==> src/rtl/vec_wb_serializer_if.sv <==
// vec_wb_serializer_if
// Bundles the result-capture handshake and the lane write port of the
// vector write-back serializer.
//   in_valid/in_ready   : result capture handshake
//   in_result           : LANES x LANE_W packed result, lane i at [LANE_W*i +: LANE_W]
//   in_flags            : 4-bit flag nibble per lane, lane i at [4*i +: 4]
//   in_scalar           : result carries lane 0 only
//   in_base_addr        : byte address of lane 0
//   mem_addr/wdata/we   : 16-bit data-memory write port
//   mem_stall           : memory refuses the write this cycle
//   done                : one-cycle pulse when the transfer retires
//   flags_or            : OR of the flag nibbles of the retired lanes
// The slave modport is the serializer; the master modport is its environment
// (upstream ALU stage plus data memory).
interface vec_wb_serializer_if #(
    parameter int LANES  = 16,
    parameter int LANE_W = 16,
    parameter int ADDR_W = 32
);
    logic                      in_valid;
    logic                      in_ready;
    logic [LANES*LANE_W-1:0]   in_result;
    logic [4*LANES-1:0]        in_flags;
    logic                      in_scalar;
    logic [ADDR_W-1:0]         in_base_addr;
    logic [ADDR_W-1:0]         mem_addr;
    logic [LANE_W-1:0]         mem_wdata;
    logic                      mem_we;
    logic                      mem_stall;
    logic                      done;
    logic [3:0]                flags_or;

    modport slave (
        input  in_valid, in_result, in_flags, in_scalar, in_base_addr, mem_stall,
        output in_ready, mem_addr, mem_wdata, mem_we, done, flags_or
    );

    modport master (
        output in_valid, in_result, in_flags, in_scalar, in_base_addr, mem_stall,
        input  in_ready, mem_addr, mem_wdata, mem_we, done, flags_or
    );
endinterface

==> src/rtl/vec_wb_serializer.sv <==
// vec_wb_serializer
// Captures one vector ALU result with its per-lane flags and streams the lanes,
// one per cycle, to a LANE_W-bit data-memory write port under stall
// backpressure. Scalar results write lane 0 only.
// Ports:
//   clk  : system clock, rising edge
//   rst  : synchronous active-high reset
//   bus  : vec_wb_serializer_if.slave (capture handshake, write port, done, flags_or)
// Optional feature:
//   VEC_WB_ZERO_SKIP_EN - lanes equal to zero are presented with mem_we=0 and
//   advance without waiting on mem_stall; their flags are still accumulated.
module vec_wb_serializer #(
    parameter int LANES  = 16,
    parameter int LANE_W = 16,
    parameter int ADDR_W = 32
) (
    input  logic               clk,
    input  logic               rst,
    vec_wb_serializer_if.slave bus
);
    localparam int IDX_W = (LANES > 1) ? $clog2(LANES) : 1;
    localparam logic [IDX_W-1:0] LAST_VEC = IDX_W'(LANES - 1);
`ifdef VEC_WB_ZERO_SKIP_EN
    localparam logic SKIP_EN = 1'b1;
`else
    localparam logic SKIP_EN = 1'b0;
`endif

    typedef enum logic [1:0] {
        IDLE  = 2'd0,
        WRITE = 2'd1,
        DONE  = 2'd2
    } state_t;

    state_t                    state_r;
    logic [LANES*LANE_W-1:0]   result_r;
    logic [4*LANES-1:0]        flags_r;
    logic [IDX_W-1:0]          idx_r;
    logic [IDX_W-1:0]          last_r;
    logic [3:0]                flag_acc_r;
    logic                      in_ready_r;
    logic [ADDR_W-1:0]         mem_addr_r;
    logic [LANE_W-1:0]         mem_wdata_r;
    logic                      mem_we_r;
    logic                      done_r;
    logic [3:0]                flags_or_r;

    logic [IDX_W-1:0]          next_idx_s;
    logic [LANE_W-1:0]         next_lane_s;
    logic [LANE_W-1:0]         first_lane_s;
    logic [3:0]                cur_nib_s;
    logic                      advance_s;

    function automatic logic [LANE_W-1:0] lane_sel(input logic [LANES*LANE_W-1:0] vec,
                                                   input logic [IDX_W-1:0] i);
        lane_sel = vec[i*LANE_W +: LANE_W];
    endfunction

    function automatic logic [3:0] nib_sel(input logic [4*LANES-1:0] flg,
                                           input logic [IDX_W-1:0] i);
        nib_sel = flg[i*4 +: 4];
    endfunction

    // A lane is strobed unless zero-skip is built in and the lane is zero.
    function automatic logic lane_we(input logic [LANE_W-1:0] v);
        lane_we = !SKIP_EN || (v != {LANE_W{1'b0}});
    endfunction

    // Next-lane selection and lane-acceptance decode for the WRITE state.
    always_comb begin
        next_idx_s   = idx_r + IDX_W'(1);
        next_lane_s  = lane_sel(result_r, next_idx_s);
        first_lane_s = bus.in_result[LANE_W-1:0];
        cur_nib_s    = nib_sel(flags_r, idx_r);
        // A skipped (unstrobed) lane cannot be stalled; a strobed one waits for the memory.
        if (SKIP_EN && !mem_we_r) begin
            advance_s = 1'b1;
        end else begin
            advance_s = !bus.mem_stall;
        end
    end

    // Serializer FSM with all outputs registered.
    always_ff @(posedge clk) begin
        if (rst) begin
            state_r     <= IDLE;
            result_r    <= {(LANES*LANE_W){1'b0}};
            flags_r     <= {(4*LANES){1'b0}};
            idx_r       <= {IDX_W{1'b0}};
            last_r      <= {IDX_W{1'b0}};
            flag_acc_r  <= 4'b0000;
            in_ready_r  <= 1'b1;
            mem_addr_r  <= {ADDR_W{1'b0}};
            mem_wdata_r <= {LANE_W{1'b0}};
            mem_we_r    <= 1'b0;
            done_r      <= 1'b0;
            flags_or_r  <= 4'b0000;
        end else begin
            case (state_r)
                IDLE: begin
                    done_r <= 1'b0;
                    if (bus.in_valid) begin
                        // Lane 0 is presented straight from the inputs so the
                        // first write appears the cycle after capture.
                        result_r    <= bus.in_result;
                        flags_r     <= bus.in_flags;
                        idx_r       <= {IDX_W{1'b0}};
                        last_r      <= bus.in_scalar ? {IDX_W{1'b0}} : LAST_VEC;
                        flag_acc_r  <= 4'b0000;
                        mem_addr_r  <= bus.in_base_addr;
                        mem_wdata_r <= first_lane_s;
                        mem_we_r    <= lane_we(first_lane_s);
                        in_ready_r  <= 1'b0;
                        state_r     <= WRITE;
                    end else begin
                        in_ready_r <= 1'b1;
                        mem_we_r   <= 1'b0;
                        state_r    <= IDLE;
                    end
                end
                WRITE: begin
                    in_ready_r <= 1'b0;
                    if (advance_s) begin
                        if (idx_r == last_r) begin
                            mem_we_r   <= 1'b0;
                            done_r     <= 1'b1;
                            flags_or_r <= flag_acc_r | cur_nib_s;
                            flag_acc_r <= flag_acc_r | cur_nib_s;
                            state_r    <= DONE;
                        end else begin
                            // Address advances even for skipped lanes: it is always base + 2*idx.
                            idx_r       <= next_idx_s;
                            mem_addr_r  <= mem_addr_r + ADDR_W'(2);
                            mem_wdata_r <= next_lane_s;
                            mem_we_r    <= lane_we(next_lane_s);
                            flag_acc_r  <= flag_acc_r | cur_nib_s;
                            state_r     <= WRITE;
                        end
                    end else begin
                        // Stalled: address, data and strobe hold.
                        mem_we_r <= mem_we_r;
                        state_r  <= WRITE;
                    end
                end
                DONE: begin
                    done_r     <= 1'b0;
                    mem_we_r   <= 1'b0;
                    in_ready_r <= 1'b1;
                    state_r    <= IDLE;
                end
                default: begin
                    done_r     <= 1'b0;
                    mem_we_r   <= 1'b0;
                    in_ready_r <= 1'b1;
                    state_r    <= IDLE;
                end
            endcase
        end
    end

    assign bus.in_ready  = in_ready_r;
    assign bus.mem_addr  = mem_addr_r;
    assign bus.mem_wdata = mem_wdata_r;
    assign bus.mem_we    = mem_we_r;
    assign bus.done      = done_r;
    assign bus.flags_or  = flags_or_r;
endmodule

==> src/flat_wrapper.sv <==
// flat-port wrapper written by rule: the top's interface ports become plain ports
module vec_wb_serializer_flat 
#(
    parameter int LANES  = 16,
    parameter int LANE_W = 16,
    parameter int ADDR_W = 32
)
  (clk, rst, bus_in_valid, bus_in_result, bus_in_flags, bus_in_scalar, bus_in_base_addr, bus_mem_stall, bus_in_ready, bus_mem_addr, bus_mem_wdata, bus_mem_we, bus_done, bus_flags_or);
  vec_wb_serializer_if #(.LANES(LANES), .LANE_W(LANE_W), .ADDR_W(ADDR_W)) bus_i ();
  input  logic clk;
  input  logic rst;
  input wire logic [$bits(bus_i.in_valid)-1:0] bus_in_valid;
  input wire logic [$bits(bus_i.in_result)-1:0] bus_in_result;
  input wire logic [$bits(bus_i.in_flags)-1:0] bus_in_flags;
  input wire logic [$bits(bus_i.in_scalar)-1:0] bus_in_scalar;
  input wire logic [$bits(bus_i.in_base_addr)-1:0] bus_in_base_addr;
  input wire logic [$bits(bus_i.mem_stall)-1:0] bus_mem_stall;
  output wire logic [$bits(bus_i.in_ready)-1:0] bus_in_ready;
  output wire logic [$bits(bus_i.mem_addr)-1:0] bus_mem_addr;
  output wire logic [$bits(bus_i.mem_wdata)-1:0] bus_mem_wdata;
  output wire logic [$bits(bus_i.mem_we)-1:0] bus_mem_we;
  output wire logic [$bits(bus_i.done)-1:0] bus_done;
  output wire logic [$bits(bus_i.flags_or)-1:0] bus_flags_or;
  assign bus_i.in_valid = bus_in_valid;
  assign bus_i.in_result = bus_in_result;
  assign bus_i.in_flags = bus_in_flags;
  assign bus_i.in_scalar = bus_in_scalar;
  assign bus_i.in_base_addr = bus_in_base_addr;
  assign bus_i.mem_stall = bus_mem_stall;
  assign bus_in_ready = bus_i.in_ready;
  assign bus_mem_addr = bus_i.mem_addr;
  assign bus_mem_wdata = bus_i.mem_wdata;
  assign bus_mem_we = bus_i.mem_we;
  assign bus_done = bus_i.done;
  assign bus_flags_or = bus_i.flags_or;
  vec_wb_serializer #(.LANES(LANES), .LANE_W(LANE_W), .ADDR_W(ADDR_W)) u_core (.clk(clk), .rst(rst), .bus(bus_i));
endmodule
==> config.mk <==
export PLATFORM = sky130hd
export DESIGN_NAME = vec_wb_serializer_flat
export DESIGN_NICKNAME = d
export VERILOG_FILES = /design/src/rtl/vec_wb_serializer_if.sv /design/src/rtl/vec_wb_serializer.sv /design/src/flat_wrapper.sv
export SDC_FILE = /design/constraint.sdc
export NUM_CORES = 1
export LEC_CHECK = 0
export ABC_AREA = 1
export CELL_PAD_IN_SITES_DETAIL_PLACEMENT = 1
export CELL_PAD_IN_SITES_GLOBAL_PLACEMENT = 1
export CORE_ASPECT_RATIO = 1.75
export CORE_MARGIN = 5
export CORE_UTILIZATION = 35
export CTS_CLUSTER_DIAMETER = 120
export CTS_CLUSTER_SIZE = 16
export DETAILED_ROUTE_END_ITERATION = 12
export PLACE_DENSITY = 0.83
export SETUP_SLACK_MARGIN = 0.2
export SLEW_MARGIN = 30
export SYNTH_ARGS = -nofsm -noshare
export SYNTH_HDL_FRONTEND = slang
export SYNTH_SLANG_ARGS = --single-unit
==> constraint.sdc <==
create_clock -name clk -period 2.2 [get_ports clk]
set_input_delay 0.44 -clock clk [delete_from_list [all_inputs] [get_ports clk]]
set_output_delay 0.44 -clock clk [all_outputs]
set_load 0.02 [all_outputs]
# ---- Word level (Yosys, flattened, before mapping)
# Index checks and enable logic that the tools add are counted.
dict set report op_classes {
  n_shift 2
  eq_ne 5
  muxes 25
  bitwise 3
  reduce_logical 8
  n_addsub 2
}
# cell n
set ops {}
lappend ops {{indexed part select 256 x 9 -> 16 bit} 1}
lappend ops {{two-way mux 32 bit} 3}
lappend ops {{one-hot mux 32 bit (2 select lines)} 1}
lappend ops {{indexed part select 64 x 7 -> 4 bit} 1}
lappend ops {{two-way mux 16 bit} 3}
lappend ops {{adder 32 x 2 -> 32 bit (second input constant)} 1}
lappend ops {{one-hot mux 16 bit (2 select lines)} 1}
lappend ops {{two-way mux 4 bit} 5}
lappend ops {{one-hot mux 4 bit (2 select lines)} 2}
lappend ops {{!= test 2 bit (second input constant)} 3}
lappend ops {{AND reduction 3 bit} 2}
lappend ops {{two-way mux 1 bit} 5}
lappend ops {{adder 4 x 1 -> 4 bit (second input constant)} 1}
lappend ops {{equality test 4 bit} 1}
lappend ops {{two-way mux 2 bit} 2}
lappend ops {{OR 4 bit} 1}
lappend ops {{one-hot mux 1 bit (2 select lines)} 2}
lappend ops {{one-hot mux 2 bit (2 select lines)} 1}
lappend ops {{AND reduction 2 bit} 2}
lappend ops {{AND reduction 4 bit} 1}
lappend ops {{equality test 2 x 1 -> 1 bit (second input constant)} 1}
lappend ops {{zero test 2 bit} 1}
lappend ops {{inverter 1 bit} 2}
lappend ops {{nonzero test 2 bit} 1}
lappend ops {{OR reduction 2 bit} 1}
dict set report word_totals {
  inputBits 357
  ff_bits 389
  wordCells 57
  output_inout_bits 55
}

# ---- Longest topological paths before layout
# Gate-level depths: netlist (run 1).
dict set report logic_depth {
  ltp_word 5
  mapped_depth 11
  ltp_nobuf 11
}

# ---- Worst setup path before layout (run 1)
# Ideal clock, no wire load.
dict set report synth_timing {
  path_kind {register to register}
  start {reg u_core.idx_r[0]}
  end {reg u_core.mem_wdata_r[14] (netlist: u_core.bus.mem_wdata[14])}
  arrival_time_ps 1578
  stages_incl_launch_ff 11
  period_less_slack_ps 1649
  path_slack_ps 551
  required_ps 2130
  path_buffers 3
  setup_time_ps 70
  path_cell_list {dfxtp_1 -> ha_1 -> buf_2 -> buf_2 -> buf_1 -> nand3_1 -> nand3_1 -> nand3_1 -> nand3_1 -> nand2_1 -> a21oi_1}
}
dict set report synth_between {
  elab_chain_cells 5
  elab_cells_between_ends 8
  cone_classes {add/sub (1); eq/ne (2); shift (1); mux (3); reduce/logical (1)}
}
# element line
set synth_lines {}
lappend synth_lines {{start, declared} vec_wb_serializer.sv:38} ;# logic [IDX_W-1:0] idx_r;
lappend synth_lines {{start signal, assigned} vec_wb_serializer.sv:89} ;# idx_r <= {IDX_W{1'b0}};
lappend synth_lines {{start signal, assigned} vec_wb_serializer.sv:107} ;# idx_r <= {IDX_W{1'b0}};
lappend synth_lines {{start signal, assigned} vec_wb_serializer.sv:132} ;# idx_r <= next_idx_s;
lappend synth_lines {{adder 4 x 1 -> 4 bit} vec_wb_serializer.sv:71} ;# next_idx_s = idx_r + IDX_W'(1);
lappend synth_lines {{indexed part select 256 x 9 -> 16 bit} vec_wb_serializer.sv:56} ;# lane_sel = vec[i*LANE_W +: LANE_W];
lappend synth_lines {{two-way mux 16 bit} vec_wb_serializer.sv:124} ;# if (idx_r == last_r) begin
lappend synth_lines {{two-way mux 16 bit} vec_wb_serializer.sv:123} ;# if (advance_s) begin
lappend synth_lines {{one-hot mux 16 bit (2 select lines)} vec_wb_serializer.sv:99} ;# case (state_r)
lappend synth_lines {{end signal, assigned} vec_wb_serializer.sv:94} ;# mem_wdata_r <= {LANE_W{1'b0}};
lappend synth_lines {{end signal, assigned} vec_wb_serializer.sv:111} ;# mem_wdata_r <= first_lane_s;
lappend synth_lines {{end signal, assigned} vec_wb_serializer.sv:134} ;# mem_wdata_r <= next_lane_s;
lappend synth_lines {{end, declared} vec_wb_serializer.sv:43} ;# logic [LANE_W-1:0] mem_wdata_r;
# Parallel ways exist; a longest one is shown, timed or not. The select of a mux whose other input is x is not followed.
# A chain may end at the register's enable or synchronous reset.

# ---- Worst setup path in the final report (run 1)
dict set report layout_timing {
  start {reg u_core.idx_r[0]}
  end {reg u_core.mem_wdata_r[7] (netlist: u_core.bus.mem_wdata[7])}
}
# The elaborated chain is that of the path after synthesis.

==> key figures, run 1 <==
Synthesis
  – Most common cell in the netlist: nor2_1
  – Top FF cell, synth: dfxtp_1
  – Ys Warns: 0
  – Proportion of synthesized chip area in sequential cells: around 43%
  – Post-Syn Area per Cell: 6.60 um2
  – Synth async-reset ratio: 0%
  – Post-synth net total: 3,097
  – Cells after Synth: 2,738
  – Post-synth EDFFs: 0
  – Synth top area cells: dfxtp_1 43%, nor2_1 10%, nand2_1 10%
  – Mapped Area: 18,100 um2
  – Post-synth top area share: 42.8%
  – Largest area contributor in the netlist: dfxtp_1
  – Synth Register Bits: 386
  – Most frequent cells after synthesis: 503 x nor2_1, 496 x nand2_1, 386 x dfxtp_1
  – Post-synth cell types: 36

Worst setup path
  – Buffer and inverter count on the worst path: 1
  – Slowest cell on crit path: dfxtp_4
  – Critical Path Source Type: register
  – FF-to-FF setup slack: between 200 and 300 ps
  – Crit Reg-Reg Endpoint: u_core.bus.mem_wdata[7]$_SDFFE_PP0P_
  – Critical Path End: u_core.bus.mem_wdata[7]$_SDFFE_PP0P_
  – Critical path cell sequence: ha_4 -> buf_12 -> nand3_1 -> nand3_1 -> nand3_2 -> nand3_2 -> nand2_1 -> a21oi_1
  – CP endpoint kind: register
  – Worst Path Class, Setup: reg -> reg
  – Crit path largest cell delay: 390 ps
  – Crit path depth: 8
  – Worst Path Arrival: approximately 2400 ps
  – R2R depth: 8
  – CP top delay family: simple AND/OR/NAND/NOR gates
  – Crit path from: u_core.idx_r[0]$_SDFFE_PP0P_
  – Crit path max fanout: 45
  – FF-to-FF Start: u_core.idx_r[0]$_SDFFE_PP0P_
  – Worst EP required: approximately 2700 ps

Clocking
  – Hold_buf cts: 0
  – Clk_lat worst skew: approximately 580 ps
  – Longest Clk Path Bufs: 3
  – CTS tree: built
  – H-tree levels: 1
  – Cts bufs inserted: 28
  – Clock-pin slew on the worst setup and hold paths: 80 ps
  – Total clock sinks: between 300 and 400
  – Root Buffer: clkbuf_16

Detailed routing
  – Via count: 19,600
  – Antenna Nets Post-Route: 0
  – Wirelength per Cell: approximately 21 um
  – Drt drc: 0
  – Drt pass-1 iters: 5
  – Final wirelength: 78.0 mm
  – Initial DRC Count: 932
  – DR vias/cell: 5.22

STA
  – Max Fclk: 515 MHz
  – Slew headroom: 62.0%
  – RSZ-0062 raised after global routing: false
  – Count of final hold-check violations: 0
  – Period utilization: 88.2%
  – Setup violations, final: 0
  – Clock period minus worst slack: 1940 ps
  – Worst Skew: between 20 and 25 ps
  – Max-slew violations: 0
  – Hold slack final: between 300 and 400 ps
  – Slew @ Worst Pin: about 560 ps

Finish
  – Synth-to-Final Area Change: 33.3%
  – Design Area, Final: 24,100 um2
  – Nets: 3,429
  – Ratio of cells with drive above 1 in the final layout: 5.60%
  – # fillers: 6,605

Pwr
  – Peak supply drop: 0.000566 V
  – Switching pwr: 6050 uW
  – Clock power share: a little over a quarter
  – Pwr per Cell Area: 760 nW/um2
  – Logic pwr share: 27.6%
  – Sequential power share: 45.6%
  – Lkg Pwr: ~0.01 uW
  – Internal: 12,200 uW
  – Switching Share: 33.1%

Floorplan
  – CORE AREA: 51,300 um2
  – FP Rows: 110
  – Width of the die: about 180 um
  – Top Ports: 412
  – Die Span Y: 311 um
  – Initial Util: 35.2%
  – Die area: 56,400 um2

Flow run
  – Max cap viols: 0

Hold path
  – Worst hold path class: in -> reg

GRT
  – Grt ovf: 0
  – Global-route wire length before repair: 119 mm
  – Total GRT Usage: 26.4%
  – Vias in the first global route: 21,100
  – Pin count of the biggest net entering global routing: 79
  – Initial antenna violation count: 16

Status
  – Outcome: completed

Placed design
  – IO Port Bufs: 411
  – Placement Cell Area: 23,100 um2
  – RD Place Congestion: 0.894
  – Hpwl dp: 58.6 mm
registers in the layout, summed over array words and instances (netlist names):
signal and cells:
u_core.last_r 1, u_core.bus.in_ready 1, u_core.idx_r 4, u_core.bus.done 1, u_core.flag_acc_r 4, u_core.bus.mem_we 1
u_core.state_r 2, u_core.bus.mem_wdata 16, u_core.bus.flags_or 4, u_core.result_r 256, u_core.flags_r 64, u_core.bus.mem_addr 32
layout by cell type, fill, tap and decap left out, types with 6 or more instances in the layout:
| master | instances |
|---|---|
| nor2_1 | 500 |
| nand2_1 | 495 |
| dfxtp_1 | 382 |
| clkdlybuf4s50_1 | 355 |
| o21ai_0 | 349 |
| a21oi_1 | 263 |
| inv_1 | 232 |
| nand3_1 | 206 |
| dlygate4sd2_1 | 54 |
| buf_4 | 48 |
| clkbuf_16 | 30 |
| buf_12 | 27 |
| nand3_2 | 19 |
| nand3b_1 | 18 |
| o21ai_1 | 17 |
| diode_2 | 11 |
| inv_2 | 7 |
| o211ai_1 | 6 |
how the worst min path moves through the flow:
stage / startpoint / endpoint / slack, ps / cells after the start
global route: rst / u_core.bus.mem_addr[11]$_SDFFE_PP0P_ / 340 / 4
global placement: u_core.result_r[249]$_SDFFE_PP0P_ / u_core.result_r[249]$_SDFFE_PP0P_ / 440 / 2
CTS: rst / u_core.bus.mem_addr[14]$_SDFFE_PP0P_ / 300 / 4
floorplan: u_core.result_r[190]$_SDFFE_PP0P_ / u_core.result_r[190]$_SDFFE_PP0P_ / 420 / 2
finish: rst / u_core.bus.mem_addr[14]$_SDFFE_PP0P_ / 330 / 4
detailed placement: u_core.result_r[178]$_SDFFE_PP0P_ / u_core.result_r[178]$_SDFFE_PP0P_ / 450 / 2
logic make-up after synthesis:
family / share of synthesized area [%]
buffers and inverters: 10.0
flip-flops: 42.8
AND/OR/NAND/NOR: 28.5
AO/OA/AOI/OAI: 18.2
adder cells (fa/ha/maj): 0.139
XOR/XNOR: 0.381
routing by layer:
layer / share of wire, % / up-vias / global-route usage [%] / wire (um)
li1: - / 9432 / - / -
met5: 0.036 / - / 0 / 28
met3: 6.2 / 187 / 6.12 / 4810
met1: 36 / 9368 / 27.9 / 28200
met2: 51 / 594 / 47.8 / 40100
met4: 6.3 / 6 / 14.3 / 4890
power by group through the flow:
stage | Clock [uW] | Combinational [uW] | Sequential (uW)
after floorplan | 0 | 2680 | 8490
after global placement | 0 | 4880 | 8440
after detailed placement | 0 | 5030 | 8480
after CTS | 5020 | 5020 | 8330
after global routing | 5270 | 5570 | 8420
final | 4910 | 5050 | 8330
repair_timing:
action | CTS | global route
pin swaps | 1 | 3
setup buffers | 2 | 4
endpoints found under the setup margin | 86 | 46
gates cloned | 1 | 1
gates resized for setup | 73 | 30
layout make-up:
cell class	instances	area, um2	area share (%)
multi-input combinational	1915	8680	36.0
sequential	386	7730	32.1
timing repair buffer	496	5110	21.2
inverter	243	940	3.90
tap	672	841	3.49
clock buffer	30	729	3.03
antenna	11	27.5	0.114
clock inverter	1	16.3	0.0676
metrics by stage:
stage                     total power, uW  std cells  worst slack (ps)  setup TNS [ps]  util (%)
after floorplan                     11200       2738               551               0         -
after global placement              13300       3704             -62.0            -188      45.0
after detailed placement            13500       3704              -124            -371      45.0
after CTS                           18400       3738              78.7               0      46.5
after global routing                19200       3748               198               0      46.9
final                               18300       3754               259               0      46.9
worst register-to-register path, cell delays in order (launching register included):
cell     delay [ps]
dfxtp_4         390
ha_4            360
buf_12          260
nand3_1         210
nand3_1         200
nand3_2         130
nand3_2         120
nand2_1          60
a21oi_1         130
(Power assumes the default switching activity.)
==> run 2, diff against run 1 <==
Settings changed: CORE_UTILIZATION 35 to 25, CTS_CLUSTER_SIZE 16 to 40, PLACE_DENSITY 0.83 to 0.63.
==> run 2 against run 1 <==
Power decreased by 5.5%; hold slack got worse by 25 ps; sequential share of layout area decreased by 0.40 points; clock power decreased by 22%; die area increased by 38%; largest power group unchanged.
==> key figures, run 2 (synthesis results as in run 1) <==
Pwr
  – Sequential power share: 48.2% (was 45.6%)
  – Lkg Pwr: 0.00982 uW (was 0.00983 uW)
  – Logic pwr share: 29.8% (was 27.6%)
  – Pwr per Cell Area: 708 nW/um2 (was 760 nW/um2)
  – Switching Share: 34.7% (was 33.1%)
  – Peak supply drop: 0.000497 V (was 0.000566 V)
  – Internal: 11,300 uW (was 12,200 uW)
  – Clock power share: 22.0% (was 26.8%)
  – Switching pwr: 6000 uW (was 6050 uW)
  – Overall power consumption: 17,300 uW (was 18,300 uW)

Hold path
  – Hold Crit Start: rst (unchanged)
  – Worst hold path class: in -> reg (unchanged)
  – Cell depth of the worst hold path: 4 (unchanged)
  – Hold Path Sink: u_core.result_r[212]$_SDFFE_PP0P_ (was u_core.bus.mem_addr[14]$_SDFFE_PP0P_)

Worst setup path
  – Worst Path Arrival: 2390 ps (was 2430 ps)
  – Critical Path Source Type: register (unchanged)
  – Worst Path Class, Setup: reg -> reg (unchanged)
  – Crit path max fanout: 35 (was 45)
  – FF-to-FF Start: u_core.idx_r[0]$_SDFFE_PP0P_ (unchanged)
  – FF-to-FF setup slack: 260 ps (about the same)
  – R2R depth: 9 (was 8)
  – Crit Reg-Reg Endpoint: u_core.bus.mem_wdata[3]$_SDFFE_PP0P_ (was u_core.bus.mem_wdata[7]$_SDFFE_PP0P_)
  – Worst EP required: 2650 ps (was 2690 ps)
  – CP endpoint kind: register (unchanged)

Finish
  – Nets: 3,433 (was 3,429)
  – Most frequent cells in the layout: 501 x nor2_1, 495 x nand2_1, 378 x dfxtp_1, 355 x clkdlybuf4s50_1, 349 x o21ai_0 (was 500 x nor2_1, 495 x nand2_1, 382 x dfxtp_1, 355 x clkdlybuf4s50_1, 349 x o21ai_0)
  – Design Area, Final: 24,400 um2 (was 24,100 um2)
  – Synth-to-Final Area Change: 35.1% (was 33.3%)
  – Commonest non-fill, non-tap cell in the layout: nor2_1 (unchanged)
  – Util after Layout: 34.0% (was 46.9%)
  – Max reg flops: 256 (unchanged)
  – Ratio of cells with drive above 1 in the final layout: 5.88% (was 5.60%)
  – Top reg by flops: u_core.result_r (unchanged)

Detailed routing
  – Drt drc: 0 (unchanged)
  – Drt pass-1 iters: 7 (was 5)
  – Wirelength per Cell: 21.4 um (was 20.8 um)
  – Antenna Nets Post-Route: 0 (unchanged)
  – DR vias/cell: 4.84 (was 5.22)
  – Via count: 19,400 (was 19,600)
  – Initial DRC Count: 896 (was 932)
  – Final wirelength: 85.9 mm (was 78.0 mm)

Floorplan
  – Top Ports: 412 (unchanged)
  – Die area: 77,900 um2 (was 56,400 um2)
  – Die Span Y: 366 um (was 311 um)
  – CORE AREA: 71,700 um2 (was 51,300 um2)
  – Initial Util: 25.2% (was 35.2%)
  – FP Rows: 130 (was 110)
  – Width of the die: 213 um (was 182 um)

STA
  – Count of final hold-check violations: 0 (unchanged)
  – Hold slack final: 302 ps (was 327 ps)
  – Slew @ Worst Pin: 621 ps (was 564 ps)
  – RSZ-0062 raised after global routing: true (was false)
  – Worst Skew: 34.9 ps (was 22.6 ps)
  – Final WS setup: 259 ps (about the same)
  – Period utilization: 88.2% (about the same)
  – Setup violations, final: 0 (unchanged)
  – Slew headroom: 58.6% (was 62.0%)
  – Max Fclk: 515 MHz (about the same)
  – Clock period minus worst slack: 1940 ps (about the same)
  – Max-slew violations: 0 (unchanged)

Clocking
  – Clk_lat worst skew: 570 ps (was 580 ps)
  – Longest Clk Path Bufs: 3 (unchanged)
  – Clock-pin slew on the worst setup and hold paths: 160 ps (was 80 ps)
  – H-tree levels: 1 (unchanged)
  – Hold_buf cts: 0 (unchanged)
  – CTS tree: built (unchanged)
  – Total clock sinks: 386 (unchanged)
  – Cts bufs inserted: 14 (was 28)
  – Root Buffer: clkbuf_16 (unchanged)

Placed design
  – Placement Cell Area: 23,600 um2 (was 23,100 um2)
  – RD Place Congestion: 0.921 (was 0.894)
  – Pre-CTS setup slack: -61.8 ps (was -124 ps)
  – IO Port Bufs: 411 (unchanged)
  – Hpwl dp: 64.8 mm (was 58.6 mm)

Status
  – Outcome: completed (unchanged)

GRT
  – Total GRT Usage: 21.0% (was 26.4%)
  – Grt ovf: 0 (unchanged)
  – Vias in the first global route: 20,600 (was 21,100)
  – Global-route wire length before repair: 125 mm (was 119 mm)
  – Pin count of the biggest net entering global routing: 118 (was 79)
  – Initial antenna violation count: 23 (was 16)

Flow run
  – Max cap viols: 0 (unchanged)
==> run 2: changes by cell type in the layout (fill, tap and decap cells not counted), sizes merged <==
| cell | previous run | this run |
|---|---|---|
| diode | 11 | 8 |
| clkbuf | 31 | 16 |
| xnor2 | 3 | 4 |
| clkinv | 1 | 4 |
| bufbuf | 1 | 5 |
| buf | 84 | 97 |
==> run 2: through the flow <==
stage | TNS (ps) | cells
after floorplan | 0 | 2738
after global placement | -76.3 | 3972
after detailed placement | -402 | 3972
after CTS | 0 | 3998
after global routing | 0 | 4003
final | 0 | 4009
==> run 2: worst max path at each step <==
stage,slack (ps),endpoint,from
floorplan,550,u_core.bus.mem_wdata[14]$_SDFFE_PP0P_,u_core.idx_r[0]$_SDFFE_PP0P_
global placement,-30,u_core.bus.mem_wdata[8]$_SDFFE_PP0P_,u_core.idx_r[0]$_SDFFE_PP0P_
detailed placement,-60,u_core.result_r[204]$_SDFFE_PP0P_,bus_in_valid
CTS,180,u_core.bus.mem_addr[8]$_SDFFE_PP0P_,u_core.idx_r[0]$_SDFFE_PP0P_
global route,180,u_core.bus.mem_wdata[3]$_SDFFE_PP0P_,u_core.idx_r[0]$_SDFFE_PP0P_
finish,260,u_core.bus.mem_wdata[3]$_SDFFE_PP0P_,u_core.idx_r[0]$_SDFFE_PP0P_
==> run 2: per-layer routing <==
layer  wire (um)  global-route usage (%)
met5         144                       0
met3        5620                    4.73
met2       43500                    38.2
met4        3690                    8.05
met1       32900                    23.6
==> run 2: final cells by class <==
cell class	count	area (um2)
clock buffers	15	375
fillers	8965	47300
clock inverters	4	65.1
inverters	243	940
flip-flops and latches	386	7740
repair buffers	513	5400
multi-input cells	1916	8710
well taps	924	1160
diodes	8	20.0
==> run 2: worst max-delay path: stages (launching register included) <==
cell      delay [ps]
dfxtp_4          390
ha_4             350
clkinv_1         130
buf_12           200
nand3_1          190
nand3_1          130
nand3_2          170
nand3_1          100
nand2_1           80
a21oi_1           60
==> run 2: repair_timing <==
| item | in CTS | in global routing |
|---|---|---|
| pin swaps | 2 | 4 |
| setup endpoints to repair | 111 | 44 |
| setup buffers | 1 | 2 |
| resized for setup | 83 | 26 |
| cloned | 6 | 1 |
==> run 2: power groups by stage <==
stage	sequential, uW	clock (uW)	combinational [uW]
floorplan	8490	0	2680
global placement	8450	0	5030
detailed placement	8490	0	5130
CTS	8330	4000	5180
global route	8430	4170	5690
finish	8330	3810	5150
